===== config.mk =====
export PLATFORM = sky130hd
export DESIGN_NAME = countdown_timer
export DESIGN_NICKNAME = d
export VERILOG_FILES = /design/src/rtl/countdown_timer.sv
export SDC_FILE = /design/constraint.sdc
export NUM_CORES = 1
export LEC_CHECK = 0
export CORE_UTILIZATION = 30
export DETAILED_ROUTE_END_ITERATION = 10
export GPL_ROUTABILITY_DRIVEN = 1
export GPL_TIMING_DRIVEN = 0
export PLACE_DENSITY = 0.59
export SYNTH_ARGS = -nofsm -noshare
export SYNTH_HDL_FRONTEND = slang
export SYNTH_SLANG_ARGS = --single-unit

===== constraint.sdc =====
create_clock -name clk -period 2.1 [get_ports clk]
set_input_delay 0.21 -clock clk [delete_from_list [all_inputs] [get_ports clk]]
set_output_delay 0.21 -clock clk [all_outputs]
set_load 0.01 [all_outputs]

===== src/rtl/countdown_timer.sv =====
// countdown_timer
//   Preset count-down timer with start/stop/clear controls. The timer loads a
//   preset, decrements it once every TICK_DIV clocks while running, and on
//   reaching zero gives a one-cycle done pulse and holds a sticky expired flag.
//
// Parameters
//   WIDTH     width of the count and preset
//   TICK_DIV  clock cycles per decrement (>= 1)
//
// Ports
//   clk         in   system clock, rising edge
//   rst         in   synchronous active-high reset
//   load        in   capture load_value into the count (returns to IDLE)
//   load_value  in   [WIDTH-1:0] preset value
//   start       in   begin or resume counting
//   stop        in   pause counting
//   clear       in   abort and zero the count
//   remaining   out  [WIDTH-1:0] current count, registered
//   running     out  high while counting (RUN)
//   expired     out  high while in DONE
//   done        out  one-cycle pulse on the first DONE cycle
module countdown_timer #(
  parameter int unsigned WIDTH    = 16,
  parameter int unsigned TICK_DIV = 1
) (
  input  logic             clk,
  input  logic             rst,
  input  logic             load,
  input  logic [WIDTH-1:0] load_value,
  input  logic             start,
  input  logic             stop,
  input  logic             clear,
  output logic [WIDTH-1:0] remaining,
  output logic             running,
  output logic             expired,
  output logic             done
);

  localparam int unsigned PW = (TICK_DIV > 1) ? $clog2(TICK_DIV) : 1;
  localparam logic [PW-1:0] PRE_LAST = PW'(TICK_DIV - 1);

  typedef enum logic [1:0] {
    IDLE,
    RUN,
    PAUSE,
    DONE
  } state_t;

  state_t           state, state_n;
  logic [WIDTH-1:0] rem_n;
  logic [PW-1:0]    pre, pre_n;
  logic             done_n;

  always_ff @(posedge clk) begin
    if (rst) begin
      state     <= IDLE;
      remaining <= '0;
      pre       <= '0;
      running   <= 1'b0;
      expired   <= 1'b0;
      done      <= 1'b0;
    end else begin
      state     <= state_n;
      remaining <= rem_n;
      pre       <= pre_n;
      running   <= (state_n == RUN);
      expired   <= (state_n == DONE);
      done      <= done_n;
    end
  end

  // Priority: clear > load > stop > start. stop outranking start is what makes
  // a simultaneous start+stop a no-op in IDLE and PAUSE.
  always_comb begin
    state_n = state;
    rem_n   = remaining;
    pre_n   = pre;
    done_n  = 1'b0;

    if (clear) begin
      state_n = IDLE;
      rem_n   = '0;
      pre_n   = '0;
    end else if (load) begin
      state_n = IDLE;
      rem_n   = load_value;
      pre_n   = '0;
    end else begin
      unique case (state)
        IDLE: begin
          if (!stop && start && (remaining != '0)) begin
            state_n = RUN;
            pre_n   = '0;
          end
        end
        RUN: begin
          if (stop) begin
            // A tick due this cycle is deferred; prescaler keeps its phase.
            state_n = PAUSE;
          end else if (pre == PRE_LAST) begin
            pre_n = '0;
            if (remaining != '0) begin
              rem_n = remaining - WIDTH'(1);
            end
            if (remaining <= WIDTH'(1)) begin
              state_n = DONE;
              done_n  = 1'b1;
            end
          end else begin
            pre_n = pre + PW'(1);
          end
        end
        PAUSE: begin
          if (!stop && start) begin
            state_n = RUN;
          end
        end
        DONE: begin
          rem_n = '0;
        end
        default: begin
          state_n = IDLE;
        end
      endcase
    end
  end

endmodule


* Word level (Yosys, flattened, before mapping) *
Cells that the tools add are included.

storage, ports and cells
  flip-flop bits (word level) = 22
  bits of input ports = 22
  output and inout port bits = 19

cells by class
  add/sub/neg operators = 2
  $lt $le $gt $ge = 1
  eq/ne operators = 10
  muxes and demuxes = 18
  bitwise logic cells = 1
  reduce and logical (&&, ||, !) cells = 12

operators by type and width
  cell                   number
  $mux 16                4
  $pmux 16 s2            1
  $le 16x1->1 const B    1
  $reduce_bool 16->1     1
  $sub 16x1->16 const B  1
  $mux 2                 7
  $ne 3x3->1 const B     3
  $eq 2x2->1 const B     3
  $pmux 2 s3             1
  $reduce_or 6->1        1
  $eq 2x1->1 const B     2
  $mux 1                 4
  $ne 2x2->1 const B     2
  $reduce_and 4->1       1
  $reduce_and 3->1       1
  $reduce_bool 3->1      1
  $reduce_or 3->1        1
  $logic_and 1x1->1      2
  $logic_not 2->1        1
  $pmux 1 s2             1
  $reduce_bool 2->1      1
  $reduce_or 2->1        1
  $add 1x1->1 const B    1
  $logic_not 1->1        1
  $not 1->1              1

* Logic depth before layout (Yosys ltp) *
  word-level depth = 8
  mapped depth = 8
  depth with buffers taken out = 7

* Worst setup path before layout *
No wires, ideal clock.

  path kind = register -> register
  start point = reg remaining[0]
  end point = reg remaining[9]
  arrival time = 2.068 ns
  path slack = -0.037 ns
  stages on the path, launching flop included = 8
  buffers on the path = 0
  path through = dfxtp_1 -> inv_1 -> ha_1 -> or4b_2 -> or4_4 -> a41oi_1 -> o21ai_1 -> a21oi_1

on the way
  word-level cells in the longest chain between the ends = 6
  elaborated cells on any way between the ends = 9
  classes of those cells = add/sub (1); eq/ne (1); mux (5); reduce/logical (2)

RTL lines
  item                    line  text
  from (decl)             33    output logic [WIDTH-1:0] remaining,
  from (signal assigned)  64    remaining <= rem_n;
  $sub 16x1->16           103   rem_n = remaining - WIDTH'(1);
  $mux 16                 102   if (remaining != '0) begin
  $mux 16                 100   end else if (pre == PRE_LAST) begin
  $mux 16                 97    if (stop) begin
  $pmux 16 s2             89    unique case (state)
  $mux 16                 84    end else if (load) begin

Several ways; a longest one is shown, not always the timed one. The select of a mux whose other input is x is not followed.
A chain may end at the register's enable or synchronous reset.

* Final worst setup path *
  start point = reg remaining[9]
  end point = reg remaining[0]

on the way
  word-level cells in the longest chain between the ends = 3

RTL lines
  item                               line
  $reduce_bool 16->1                 102
  $ne 3x3->1 (no source line)        n/a
  $reduce_and 4->1 (no source line)  n/a

No other way between the ends.

==> flow_summary.ini <==
[pwr]
pwr-share-clk_pct = 25.0
sequentialPowerShare_pct = 38.0
p_int_mw = 0.762
pwr_density_cell_mw_per_mm2 = 529
switching_share_pct = 32.7
switchingPower_mw = 0.370
pwr-share-comb_pct = 37.0
peakVddDrop_mv = 0.377
p_leak_nw = 0.805

[final_layout]
layout_common_cells = clkdlybuf4s50_1, dfxtp_1, nand2_1
fillers = 408
drive_gt1_share_pct = 29.9
syn2layout_area_growth_pct = 60.9
final_common_cell = clkdlybuf4s50_1
final_util_pct = 52.0
final_nets = 250
diodes = 0

[critical_path]
r2r_start = remaining[9]$_SDFFE_PP0P_
r2r_end = remaining[0]$_SDFFE_PP0P_
cp_common_cell = buf_6
cpPeakStageDelay_ns = 0.53
reg2reg_depth = 8
worstSetupStartpointType = flip-flop
crit_fanout = 6
crit_cells = 8
cp_num_buf_inv = 3
required_ns = 2.31
critical_path_class = flip-flop to flip-flop
rrSetupSlack_ns = -0.03
crit_family = simple AND/OR/NAND/NOR gates
slowest_stage = or4_4
endpoint_kind = flip-flop
cp_cell_sequence = or4_4 > buf_6 > nor4_4 > buf_4 > nor2_2 > buf_6 > a21oi_2 > o221a_2
cp.arrival_ns = 2.34

[global_route]
grt_pass1_vias = 1351
antenna_found_initial = 0
grt_overflow = 0
busiest_layer = met2
use_met3_pct = 4.61
grt_use_total_pct = 19.5
grt_start_max_net_pins = 13
grt_use_met2_pct = 31.6
use_met1_pct = 26.0
grt_pass1_wl_mm = 6.76

[place]
place_congestion = 0.856
pre_cts_ws_ns = -0.168
place_hpwl_mm = 2.76
portBuffers = 39

[status]
violations = negative setup slack
status = finished, violations left

[detailed_routing]
postRouteAntennaNets = 0
wirelength_mm = 4.33
drtPass1Iterations = 5
drc = 0
vias_per_cell = 5.51
vias = 1509
wl_per_cell_um = 15.8
drtIter0Drc = 67

[yosys]
yosys_warnings = 0
synth_cell_type_count = 45
ys_seq_area_share_pct = 31.6
ys.flop_type = dfxtp_1
synth-seq-cells = 21
syn_nets = 196
synth_top_area_share_pct = 31.6
postSynthCellCount = 171
synth_edf_count = 0
avgSynthCellArea_um2 = 7.78
ys_async_sr_fraction_pct = 0
synth_top_cell_by_area = dfxtp_1
synth_area_mm2 = 0.00133
ys_top_cells_by_area = dfxtp_1, a21oi_1, nand2_1

[timing]
relSlewSlack_pct = 56.1
period_needed_ns = 2.13
clock_skew_ns = 0.00436
slew_violations = 0
hold_ws_ns = 0.435
min_period_over_period_pct = 101
rsz0062_at_grt = true
fmaxAchievable_mhz = 470
hold_viol_final = 0
setup_viol = 3
fin_ws_ns = -0.0256
tightestPinTransition_ns = 0.659

[floorplan]
row_count = 23
start_util_pct = 32.3
io_pins = 41
chipWidth_um = 68.6
die_area_mm2 = 0.00470
die_h_um = 68.6
core_area_mm2 = 0.00412

[cts]
cts_root_buf = clkbuf_8
clockBufferDepth = 2
htreeDepth = 1
clkSinkCount = 21
path_clk_slew_ns = 0.09
cts_buffers = 3
cts_tree = yes
clk_latency_ns = 0.27

[hold_path]
min_from = load
min-delay-path-class = input port to flip-flop
hold_depth = 3
hold_end = remaining[8]$_SDFFE_PP0P_

[flow_run]
maxCapViolations = 0
flip-flops by register name (all words and copies together) (netlist names):
register   count
remaining     16
state          2
done           1
expired        1
running        1
logic make-up (layout without fill, tap and decap cells):
family / after synthesis / count (layout) / share of synthesized area [%]
muxes: 3 / 3 / 2.54
AOI/OAI and AO/OA: 55 / 55 / 27.5
DFF: 21 / 21 / 31.6
adders and majority gates: 3 / 3 / 2.82
buffers and inverters: 19 / 72 / 5.55
xor gates and xnor gates: 1 / 1 / 0.659
and+or+nand+nor: 69 / 69 / 29.4
repair_timing:
action / 4_1_cts / 5_1_grt
cloned: 1 / 0
gates resized for setup: 22 / 37
hold buffers: 0 / 0
endpoints found under the hold margin: 0 / 0
buffers inserted: 9 / 3
pin swaps: 7 / 8
setup endpoints to repair: 14 / 16
per-stage QoR:
step	power, mW	cell area [µm²]	setup TNS [ns]	cells
final	1.13	2140	-0.0378	274
after global routing	1.19	2140	-0.580	274
after CTS	1.07	1970	-0.160	272
after detailed placement	0.751	1790	-1.15	260
after global placement	0.752	1790	-1.35	260
after floorplan	0.641	1330	0	171
area by class of cell:
type                            instances  area [µm²]  area share [%]
Sequential cell                        21         433            20.2
Clock buffer                            3        41.3            1.93
Inverter                                8        32.5            1.52
Multi-Input combinational cell        131        1010            47.4
Timing Repair Buffer                   52         507            23.7
Tap cell                               50        62.6            2.92
Buffer                                  8        45.0            2.11
Clock inverter                          1        5.00           0.234
power by group through the flow:
stage	combinational (mW)	sequential, mW	clock (mW)
final	0.418	0.430	0.283
after global routing	0.452	0.433	0.305
after CTS	0.352	0.428	0.288
after detailed placement	0.311	0.440	0
after global placement	0.312	0.440	0
after floorplan	0.200	0.441	0
tightest hold or removal path, stage by stage:
cell and delay [ns]:
clkbuf_1 0.22, nand2_1 0.16, a211oi_2 0.06
Yosys cell counts, drive strengths merged (2+ instances only):
master  count
a21oi      14
a41oi       2
nor3       10
nand2      15
nor4        7
a21o        2
or2         2
nand2b      2
ha          3
a211oi      5
o22ai       3
nor2b       4
inv         8
nand3       2
a31oi       4
o221a       2
mux2        3
or4         4
o21ai      14
buf         2
o41ai       2
a22oi       2
dfxtp      21
and2        2
clkbuf      9
or3         4
nor2       12
worst max-delay path by stage:
stage,startpoint,endpoint,slack (ns)
after global placement,remaining[0]$_SDFFE_PP0P_,remaining[10]$_SDFFE_PP0P_,-0.19
after detailed placement,remaining[0]$_SDFFE_PP0P_,remaining[10]$_SDFFE_PP0P_,-0.17
final,remaining[9]$_SDFFE_PP0P_,remaining[0]$_SDFFE_PP0P_,-0.03
after CTS,remaining[0]$_SDFFE_PP0P_,remaining[15]$_SDFFE_PP0P_,-0.07
after global routing,remaining[9]$_SDFFE_PP0P_,remaining[0]$_SDFFE_PP0P_,-0.10
after floorplan,remaining[0]$_SDFFE_PP0P_,remaining[12]$_SDFFE_PP0P_,0.02
layer usage:
metal  up-vias  part of all wire (%)  wire, µm
met5         -                     0         0
met4         0                   2.7       116
met3        13                   5.2       225
met2        44                    47      2020
met1       707                    46      1970
li1        745                     -         -
No activity file was read; power rests on OpenSTA's default activity.
